## config.mk

```make
export PLATFORM = sky130hd
export DESIGN_NAME = decode_queue
export DESIGN_NICKNAME = d
export VERILOG_FILES = /design/src/rtl/decode_queue.sv
export SDC_FILE = /design/constraint.sdc
export NUM_CORES = 1
export LEC_CHECK = 0
export CAP_MARGIN = 10
export CORE_MARGIN = 5
export CORE_UTILIZATION = 50
export CTS_CLUSTER_SIZE = 14
export DETAILED_ROUTE_END_ITERATION = 10
export HOLD_SLACK_MARGIN = 0.12
export PLACE_DENSITY = 0.71
export SETUP_SLACK_MARGIN = 0.2
export SLEW_MARGIN = 20
export SYNTH_ARGS = -nofsm -noshare
export SYNTH_HDL_FRONTEND = slang
export SYNTH_SLANG_ARGS = --single-unit
```

## constraint.sdc

```tcl
create_clock -name clk -period 4.8 [get_ports clk]
set_clock_uncertainty 0.1 [all_clocks]
set_input_delay 0.48 -clock clk [delete_from_list [all_inputs] [get_ports clk]]
set_output_delay 0.48 -clock clk [all_outputs]
set_load 0.02 [all_outputs]
```

## src/rtl/decode_queue.sv

```systemverilog
// decode_queue: first-word-fall-through queue between decode and issue.
// Each entry holds one decoded bundle (pc, raw instruction, control signals,
// ALU op, immediate). All outputs, including the head bundle, come straight
// from registers, so in_ready and out_valid never depend combinationally on
// the handshake inputs. A flush drops every entry in one cycle without
// touching the entry storage.
module decode_queue #(
   parameter int ADDR_WIDTH    = 12,
   parameter int INSTR_WIDTH   = 32,
   parameter int C_SIG_WIDTH   = 7,
   parameter int ALU_SIG_WIDTH = 3,
   parameter int IMM_WIDTH     = 32,
   parameter int DEPTH         = 4
) (
   input  logic                         clk,
   input  logic                         rstn,
   input  logic                         flush,
   input  logic                         in_valid,
   output logic                         in_ready,
   input  logic [ADDR_WIDTH-1:0]        pc_in,
   input  logic [INSTR_WIDTH-1:0]       instr_in,
   input  logic [C_SIG_WIDTH-1:0]       c_sig_in,
   input  logic [ALU_SIG_WIDTH-1:0]     alu_sig_in,
   input  logic [IMM_WIDTH-1:0]         imm_in,
   output logic                         out_valid,
   input  logic                         out_ready,
   output logic [ADDR_WIDTH-1:0]        pc_out,
   output logic [INSTR_WIDTH-1:0]       instr_out,
   output logic [C_SIG_WIDTH-1:0]       c_sig_out,
   output logic [ALU_SIG_WIDTH-1:0]     alu_sig_out,
   output logic [IMM_WIDTH-1:0]         imm_out,
   output logic [$clog2(DEPTH+1)-1:0]   count,
   output logic                         full,
   output logic                         empty
);

   localparam int PTR_W    = (DEPTH > 1) ? $clog2(DEPTH) : 1;
   localparam int CNT_W    = $clog2(DEPTH + 1);
   localparam int BUNDLE_W = ADDR_WIDTH + INSTR_WIDTH + C_SIG_WIDTH + ALU_SIG_WIDTH + IMM_WIDTH;

   localparam logic [CNT_W-1:0]    CNT_MAX  = CNT_W'(DEPTH);
   localparam logic [CNT_W-1:0]    CNT_ONE  = CNT_W'(1);
   localparam logic [CNT_W-1:0]    CNT_ZERO = {CNT_W{1'b0}};
   localparam logic [PTR_W-1:0]    PTR_ONE  = PTR_W'(1);
   localparam logic [PTR_W-1:0]    PTR_ZERO = {PTR_W{1'b0}};
   localparam logic [BUNDLE_W-1:0] BND_ZERO = {BUNDLE_W{1'b0}};

   logic [BUNDLE_W-1:0] mem_r [DEPTH];
   logic [PTR_W-1:0]    head_r;
   logic [PTR_W-1:0]    tail_r;
   logic [CNT_W-1:0]    count_r;
   logic                full_r;
   logic                empty_r;
   logic [BUNDLE_W-1:0] out_bundle_r;

   logic                push_s;
   logic                pop_s;
   logic [PTR_W-1:0]    head_next_s;
   logic [PTR_W-1:0]    tail_next_s;
   logic [CNT_W-1:0]    count_next_s;
   logic [BUNDLE_W-1:0] in_bundle_s;
   logic [BUNDLE_W-1:0] head_data_s;

   assign in_bundle_s = {pc_in, instr_in, c_sig_in, alu_sig_in, imm_in};

   // Handshakes qualified by registered state only; flush overrides both.
   assign push_s = in_valid & ~full_r & ~flush;
   assign pop_s  = out_ready & ~empty_r & ~flush;

   // Next pointer and occupancy values; pointers wrap naturally (DEPTH is a power of two).
   always_comb begin
      head_next_s  = head_r;
      tail_next_s  = tail_r;
      count_next_s = count_r;
      if (flush) begin
         head_next_s  = PTR_ZERO;
         tail_next_s  = PTR_ZERO;
         count_next_s = CNT_ZERO;
      end else begin
         if (push_s) begin
            tail_next_s = tail_r + PTR_ONE;
         end else begin
            tail_next_s = tail_r;
         end
         if (pop_s) begin
            head_next_s = head_r + PTR_ONE;
         end else begin
            head_next_s = head_r;
         end
         case ({push_s, pop_s})
            2'b10:   count_next_s = count_r + CNT_ONE;
            2'b01:   count_next_s = count_r - CNT_ONE;
            default: count_next_s = count_r;
         endcase
      end
   end

   // Bundle that will sit at the head after this edge; a push into the head slot writes through.
   always_comb begin
      head_data_s = BND_ZERO;
      if (count_next_s == CNT_ZERO) begin
         head_data_s = BND_ZERO;
      end else if (push_s && (tail_r == head_next_s)) begin
         head_data_s = in_bundle_s;
      end else begin
         head_data_s = mem_r[head_next_s];
      end
   end

   // Entry storage: written at the tail on push, cleared only by reset.
   always_ff @(posedge clk or negedge rstn) begin
      if (!rstn) begin
         for (int i = 0; i < DEPTH; i++) begin
            mem_r[i] <= BND_ZERO;
         end
      end else if (push_s) begin
         mem_r[tail_r] <= in_bundle_s;
      end
   end

   // Pointers, occupancy, status flags and registered head bundle.
   always_ff @(posedge clk or negedge rstn) begin
      if (!rstn) begin
         head_r       <= PTR_ZERO;
         tail_r       <= PTR_ZERO;
         count_r      <= CNT_ZERO;
         full_r       <= 1'b0;
         empty_r      <= 1'b1;
         out_bundle_r <= BND_ZERO;
      end else begin
         head_r       <= head_next_s;
         tail_r       <= tail_next_s;
         count_r      <= count_next_s;
         full_r       <= (count_next_s == CNT_MAX);
         empty_r      <= (count_next_s == CNT_ZERO);
         out_bundle_r <= head_data_s;
      end
   end

   assign {pc_out, instr_out, c_sig_out, alu_sig_out, imm_out} = out_bundle_r;
   assign in_ready  = ~full_r;
   assign out_valid = ~empty_r;
   assign count     = count_r;
   assign full      = full_r;
   assign empty     = empty_r;

endmodule

```

Word-level counts from Yosys, hierarchy flattened
Cells that the tools add are included.

Bits of input ports: 91. Output and inout port bits: 93. Word-level logic and storage cells: 48. Register bits after elaboration: 439.

Order comparisons: 3. Equality and inequality tests: 4. Add/sub/neg operators: 4. Reductions and logical operators: 4. Bitwise operators: 9. Multiplexer cells: 14.

Operator list (number): $mux W86 (5); $bwmux W344 (1); $bmux W86 S2 (1); $demux W86 S2 (1); $mux W2 (4); $ge A3 B3 Y1 const B (2); $not A2 Y3 (2); $pmux W3 S2 (1); $add A2 B1 Y2 const B (2); $and A1 B1 Y1 (4); $add A3 B1 Y3 const B (1); $eq A3 B3 Y1 const B (1); $logic_not A3 Y1 (1); $lt A3 B1 Y1 const B (1); $mux W3 (1); $not A1 Y1 (3); $sub A3 B1 Y3 const B (1); $eq A2 B1 Y1 const B (1); $eq A2 B2 Y1 (1); $eq A2 B2 Y1 const B (1); $logic_and A1 B1 Y1 (2); $reduce_bool A2 Y1 (1).

Longest topological paths before layout
Gate-level depths: netlist of the first run.

Depth in word-level cells: 11. Depth in mapped cells: 14. Mapped depth without buffers: 10.

Least setup slack after synthesis of the first run
No wires, ideal clock.

Path type: input to register. From: in in_valid. To: reg out_bundle_r[27]. Stages on the path: 14. Required time: 4.564 ns. Setup time: 0.136 ns. Buffers on the path: 4. Arrival: 3.112 ns. Setup slack: 1.452 ns. Cells stage by stage: nor2b_1 nor2b_1 buf_2 inv_2 clkbuf_1 ha_1 fa_1 xnor2_1 o21ai_0 a21oi_1 nor2_1 clkbuf_1 clkbuf_1 a21oi_1.

Cells in the longest elaborated chain, start to end: 7. Elaborated cells on any way between the ends: 10. Classes of those cells: eq/ne (2); mux (4); bitwise (2); reduce/logical (2).

RTL lines: start, declared (RTL line 18) `input logic in_valid,`; $and A1 B1 Y1 (*) (2 in series) (RTL line 67) `assign push_s = in_valid & ~full_r & ~flush;`; $eq A2 B1 Y1 / $eq A2 B2 Y1 (equally long branches) (RTL line 90) `case ({push_s, pop_s})`; $pmux W3 S2 (*) (RTL line 90); $mux W3 (*) (RTL line 75) `if (flush) begin`; net count_next_s[2] (RTL line 60) `logic [CNT_W-1:0] count_next_s;`; $logic_not A3 Y1 (*) (RTL line 101) `if (count_next_s == CNT_ZERO) begin`; $mux W86 (*) (RTL line 101); net head_data_s[27] (RTL line 62) `logic [BUNDLE_W-1:0] head_data_s;`; end signal, assigned (RTL line 136) `out_bundle_r <= head_data_s;`; end, declared (RTL line 54) `logic [BUNDLE_W-1:0] out_bundle_r;`.

The timed path passes the listed nets; every way through them passes the cells marked *. A chain may end at the register's enable or synchronous reset.

Final worst setup path of the first run
From: in in_valid. To: reg mem_r[28] (netlist bit).

Cells in the longest elaborated chain, start to end: 2.

RTL lines: $and A1 B1 Y1 (2 in series) (RTL line 67); end signal, assigned by index (RTL line 117) `mem_r[tail_r] <= in_bundle_s;`; end, declared (RTL line 48) `logic [BUNDLE_W-1:0] mem_r [DEPTH];`.

Every way passes these cells.

==> flow_metrics.py, run 1 <==
metrics = {
    "logic_synthesis": {
        "yosysTopAreaCell": "dfrtp_1",
        "synth_top_area_share_pct": 56.5,
        "synth_nets": 1397,
        "yosysWarningCount": 0,
        "synth-seq-cells": 439,
        "yosysSeqAreaShare_pct": 56.6,
        "synth_cells": 1300,
        "synthArstFlopShare_pct": 100,
        "ys_types": 31,
        "netlist_area_sq_um": 19400,
        "postSynthAreaPerCell_sq_um": 14.9,
        "synth_edf_count": 0,
        "yosys_most_used_dff": "dfrtp_1",
        "synthTopCellsByArea": "dfrtp_1, mux2_2, mux4_2, mux2_1, o31ai_1",
    },
    "sta": {
        "holdWs_ns": 0.381,
        "maxSlewViolCount": 0,
        "tightest_slew_ns": 1.13,
        "finalCritPeriodShare_pct": 67.8,
        "setup_viol": 0,
        "timing.final.hold_violations": 0,
        "rsz0062_at_grt": "no",
        "tns_ns": 0,
        "max_slew_margin_pct": 24.4,
        "max_freq_mhz": 307,
        "min_period_ns": 3.25,
    },
    "power": {
        "p_per_area_nw_per_um2": 484,
        "p_leak_nw": 9.69,
        "irDropWorstVdd_mv": 0.243,
    },
    "setup_path": {
        "critPathArrivalTime_ns": 3.60,
        "endpoint": "mem_r[28]$_DFFE_PN0P_",
        "crit_fanout": 53,
        "worst_setup_path_end_kind": "flip-flop",
        "startpoint": "in_valid",
        "rr_startpoint": "full$_DFF_PN0_",
        "rr_worst_depth": 6,
        "worstPathRequired_ns": 5.15,
        "path_class": "input port to flip-flop",
        "crit_path_start_kind": "input port",
        "rrSetupSlack_ns": 1.58,
        "reg2reg_to": "mem_r[28]$_DFFE_PN0P_",
    },
    "route": {
        "drc": 0,
        "via_per_inst": 6.12,
        "vias": 12200,
        "drt_iter0_drc": 871,
        "ant_nets": 0,
        "post_drt_wl_per_cell_microns": 24.2,
        "wirelength_microns": 48300,
        "first_pass_iters": 5,
    },
    "global_routing": {
        "grt.total_usage_pct": 22.6,
        "grt_first_pass_wirelength_microns": 78000,
        "antenna_found_initial": 3,
        "grt_max_degree": 108,
        "overflow": 0,
        "first_global_vias": 13300,
    },
    "hold_path": {
        "min_from": "mem_r[131]$_DFFE_PN0P_",
        "hp-class": "flip-flop to flip-flop",
    },
    "cts": {
        "clk_latency_ns": 0.57,
        "cts_tree": "built",
        "root_buffer": "clkbuf_16",
        "clkSlewWorstSetupHoldPaths_ns": 0.06,
        "cts_resized": 0,
        "numCtsBuffers": 46,
        "h-tree-depth": 2,
        "clockBufferDepth": 3,
        "cts_sinks": 439,
    },
    "cells_and_area": {
        "final_common_cell": "dfrtp_1",
        "drive_above_1_share_pct": 32.8,
        "layout_common_cells": "dfrtp_1, mux2_2, clkdlybuf4s50_1",
        "final_nets": 1538,
        "instances_no_fill": 1994,
        "syn2layout_area_growth_pct": 20.1,
        "finalInstanceArea_sq_um": 23300,
    },
    "floorplan": {
        "core_sq_um": 38600,
        "die_w_microns": 207,
        "row_count": 72,
        "die_h_microns": 207,
        "io_pins": 184,
        "die-area_sq_um": 42900,
        "initial_core_util_pct": 50.4,
    },
    "place": {
        "dp_hpwl_microns": 27100,
        "dp_cells": 1910,
        "io_buffers": 183,
        "placed_area_sq_um": 21800,
        "place_congestion": 0.797,
    },
    "job": {
        "cap_viol_max_count": 0,
    },
    "outcome": {
        "outcome": "complete, no violations",
    },
}
-- metrics by stage --
stage	utilization, %	setup WS, ns	power, mW
2_1_floorplan	-	1.45	6.90
3_3_place_gp	56.5	1.10	7.72
3_5_place_dp	56.5	1.08	7.84
4_1_cts	60.4	1.63	11.4
5_1_grt	60.5	1.42	11.8
6_report	60.5	1.55	11.3
-- repair_timing --
item	in CTS	in global routing
hold buffers	1	0
setup buffers	0	0
hold endpoints to repair	77	0
-- critical path, cell delays in order --
cell and delay [ns]:
clkdlybuf4s50_1 0.54, nor2b_1 0.35, nor2b_4 0.24, buf_4 0.62, and2_4 0.57, buf_12 0.34, mux2_2 0.38
-- state kept, by name, indices dropped and copies added (netlist names) --
| signal | flops |
|---|---|
| tail_r | 2 |
| count | 3 |
| full | 1 |
| empty | 1 |
| head_r | 2 |
| out_bundle_r | 86 |
| mem_r | 344 |
-- synthesized netlist by cell type (7+ instances only) --
| master | number |
|---|---|
| buf_4 | 10 |
| a21oi_1 | 88 |
| nor2_1 | 8 |
| nor2b_1 | 7 |
| mux2_1 | 67 |
| mux4_2 | 86 |
| dfrtp_1 | 438 |
| mux2_2 | 278 |
| clkbuf_1 | 51 |
| buf_2 | 58 |
| nand4_1 | 86 |
| o31ai_1 | 86 |
-- layer usage --
metal	GRT usage [%]	wire length [microns]	up-vias
met4	7.77	1300	0
met1	31.3	21000	6548
met2	36.6	23500	363
li1	-	-	5209
met3	3.96	2500	87
met5	0	0	-
-- report_power, final --
part	switching, mW	internal [mW]	total (mW)
logic	1.14	1.46	2.60
registers	0.476	4.71	5.18
clock network	1.43	2.07	3.50
-- cells by family (layout without fill, tap and decap cells) --
family / Yosys count / in the layout / synth area share (%)
other: 0 / 3 / 0
AO/OA/AOI/OAI: 175 / 175 / 5.62
multiplexers: 433 / 433 / 30.1
buffers and inverters: 130 / 303 / 3.33
flip-flops: 439 / 439 / 56.6
XOR/XNOR: 7 / 7 / 0.470
AND/OR/NAND/NOR: 110 / 110 / 3.45
adder cells (fa/ha/maj): 6 / 6 / 0.425
-- layout make-up --
cell class              count  area, sq um
diodes                      3         7.51
clock buffers              72         1450
fillers                  2986        15200
flip-flops and latches    439        11000
inverters                   5         18.8
well taps                 518          648
clock inverters             8         42.5
multi-input cells         731         7870
repair buffers            218         2290
-- worst min path at each step --
stage	slack, ns	to	cells past startpoint
2_1_floorplan	0.08	count[0]$_DFF_PN0_	0
3_3_place_gp	0.36	mem_r[256]$_DFFE_PN0P_	1
3_5_place_dp	0.37	mem_r[142]$_DFFE_PN0P_	1
4_1_cts	0.38	mem_r[142]$_DFFE_PN0P_	1
5_1_grt	0.40	mem_r[136]$_DFFE_PN0P_	1
6_report	0.38	mem_r[131]$_DFFE_PN0P_	1
(Power assumes the default switching activity.)
==> inputs of run 2 (changes only) <==
==> constraint.sdc (replaced) <==
create_clock -name clk -period 3.2 [get_ports clk]
set_clock_uncertainty 0.1 [all_clocks]
set_input_delay 0.32 -clock clk [delete_from_list [all_inputs] [get_ports clk]]
set_output_delay 0.32 -clock clk [all_outputs]
set_load 0.02 [all_outputs]
==> flow_metrics.py, run 2 (synthesis results as in run 1) <==
metrics = {
    "sta": {
        "max_freq_mhz": 352,
        "holdWs_ns": 0.288,
        "timing.final.hold_violations": 0,
        "max_slew_margin_pct": 31.6,
        "min_period_ns": 2.84,
        "maxSlewViolCount": 0,
        "rsz0062_at_grt": "no",
        "tightest_slew_ns": 1.03,
        "finalCritPeriodShare_pct": 88.7,
        "setup_viol": 0,
    },
    "place": {
        "place_congestion": 0.786,
        "dp_hpwl_microns": 28500,
        "placed_area_sq_um": 22100,
        "dp_cells": 1930,
        "io_buffers": 183,
    },
    "cts": {
        "root_buffer": "clkbuf_16",
        "cts_tree": "built",
        "numCtsBuffers": 46,
        "h-tree-depth": 2,
        "cts_sinks": 439,
        "clkSlewWorstSetupHoldPaths_ns": 0.06,
        "postCtsSetupBuffers": 0,
        "clockBufferDepth": 3,
        "clk_latency_ns": 0.57,
    },
    "job": {
        "cap_viol_max_count": 0,
    },
    "setup_path": {
        "cp_cell_sequence": "nor2b_1 > nor2b_1 > ha_2 > fa_1 > nor3b_1 > nor3_2 > nor2_4 > buf_12 > a21oi_1",
        "path_buf_inv": 1,
        "worst_setup_path_end_kind": "flip-flop",
        "crit_top_cell": "nor2b_1",
        "rr_startpoint": "empty$_DFF_PN1_",
        "critPathArrivalTime_ns": 3.18,
        "path_class": "flip-flop to flip-flop",
        "critPathTopFamily": "simple AND/OR/NAND/NOR gates",
        "max_stage_delay_ns": 0.56,
        "crit_fanout": 33,
        "startpoint": "empty$_DFF_PN1_",
        "crit_path_start_kind": "flip-flop",
        "worstPathRequired_ns": 3.54,
        "slowest_stage": "dfstp_2",
    },
    "global_routing": {
        "grt.total_usage_pct": 22.6,
        "grt_max_degree": 89,
        "antenna_found_initial": 4,
        "overflow": 0,
        "first_global_vias": 13600,
        "grt_first_pass_wirelength_microns": 78600,
    },
    "cells_and_area": {
        "syn2layout_area_growth_pct": 21.6,
        "final_common_cell": "dfrtp_1",
        "largest_reg_flops": 344,
        "regMostFlops": "mem_r",
        "finalInstanceArea_sq_um": 23600,
        "utilization_pct": 61.2,
        "instances_no_fill": 2016,
        "final_nets": 1559,
        "layout_common_cells": "dfrtp_1, mux2_2, clkdlybuf4s50_1",
        "drive_above_1_share_pct": 33.8,
    },
    "route": {
        "via_per_inst": 6.07,
        "first_pass_iters": 5,
        "ant_nets": 0,
        "vias": 12200,
        "drc": 0,
        "drt_iter0_drc": 788,
        "wirelength_microns": 48100,
        "post_drt_wl_per_cell_microns": 23.8,
    },
    "power": {
        "p_per_area_nw_per_um2": 715,
        "irDropWorstVdd_mv": 0.488,
        "p_leak_nw": 9.82,
        "power_mw": 16.9,
    },
    "floorplan": {
        "initial_core_util_pct": 50.4,
        "die_h_microns": 207,
        "io_pins": 184,
        "die-area_sq_um": 42900,
        "row_count": 72,
        "core_sq_um": 38600,
        "die_w_microns": 207,
    },
    "hold_path": {
        "hp-class": "input port to async pin",
    },
    "outcome": {
        "outcome": "complete, no violations",
    },
}
## run 2: cell types whose count changed in the layout (fill, tap and decap cells not counted), sizes merged, moves of 2 or more
cell,change
buf,+20
clkbuf,-2
clkinv,+2
inv,+2
## run 2: metrics by stage
step	setup slack [ns]	setup TNS, ns
after detailed placement	-0.110	-5.99
final	0.363	0
after CTS	0.259	0
after global placement	-0.0904	-5.33
after floorplan	0.212	0
after global routing	0.236	0
## run 2: timing repair
action                                  4_1_cts  5_1_grt
hold buffers                                  1        0
resized for setup                             0        1
endpoints found under the setup margin        0       66
endpoints found under the hold margin        72        0
## run 2: layout make-up
class / count / area, sq um
fillers: 2927 / 14900
inverters: 5 / 18.8
clock buffers: 70 / 1340
clock inverters: 12 / 104
well taps: 518 / 648
flip-flops and latches: 439 / 11000
repair buffers: 238 / 2620
diodes: 2 / 5.00
multi-input cells: 732 / 7890
## run 2: metal layers
metal  part of all wire, %  routed length, microns  vias to the layer above  global-route usage [%]
met5                 0.071                      34                        -                       0
met4                   1.7                     832                        4                    6.00
met3                   5.8                    2800                       71                    4.58
met2                    50                   24100                      377                    37.4
met1                    42                   20300                     6548                    31.0
li1                      -                       -                     5247                       -
## run 2: worst paths after layout
kind,to,slack (ns),cells after the start
min reg2reg,mem_r[54]$_DFFE_PN0P_,0.38,1
max,out_bundle_r[25]$_DFF_PN0_,0.36,9
max in group asynchronous,mem_r[342]$_DFFE_PN0P_,1.88,3
min,out_bundle_r[47]$_DFF_PN0_,0.29,2
min in group clk,out_bundle_r[14]$_DFF_PN0_,0.33,3
max reg2reg,out_bundle_r[25]$_DFF_PN0_,0.36,9
## run 2: worst register-to-register path, stage by stage, from the launching register on
cell     delay, ns
dfstp_2       0.56
nor2b_1       0.06
nor2b_1       0.13
ha_2          0.19
fa_1          0.45
nor3b_1       0.27
nor3_2        0.12
nor2_4        0.46
buf_12        0.29
a21oi_1       0.09
## run 2: power by group
part	internal [mW]	switching, mW	leakage [nW]	total, mW
logic	2.25	1.72	3.52	3.97
clock network	2.97	2.15	0.717	5.12
registers	7.06	0.723	5.58	7.79
total	12.3	4.59	9.82	16.9
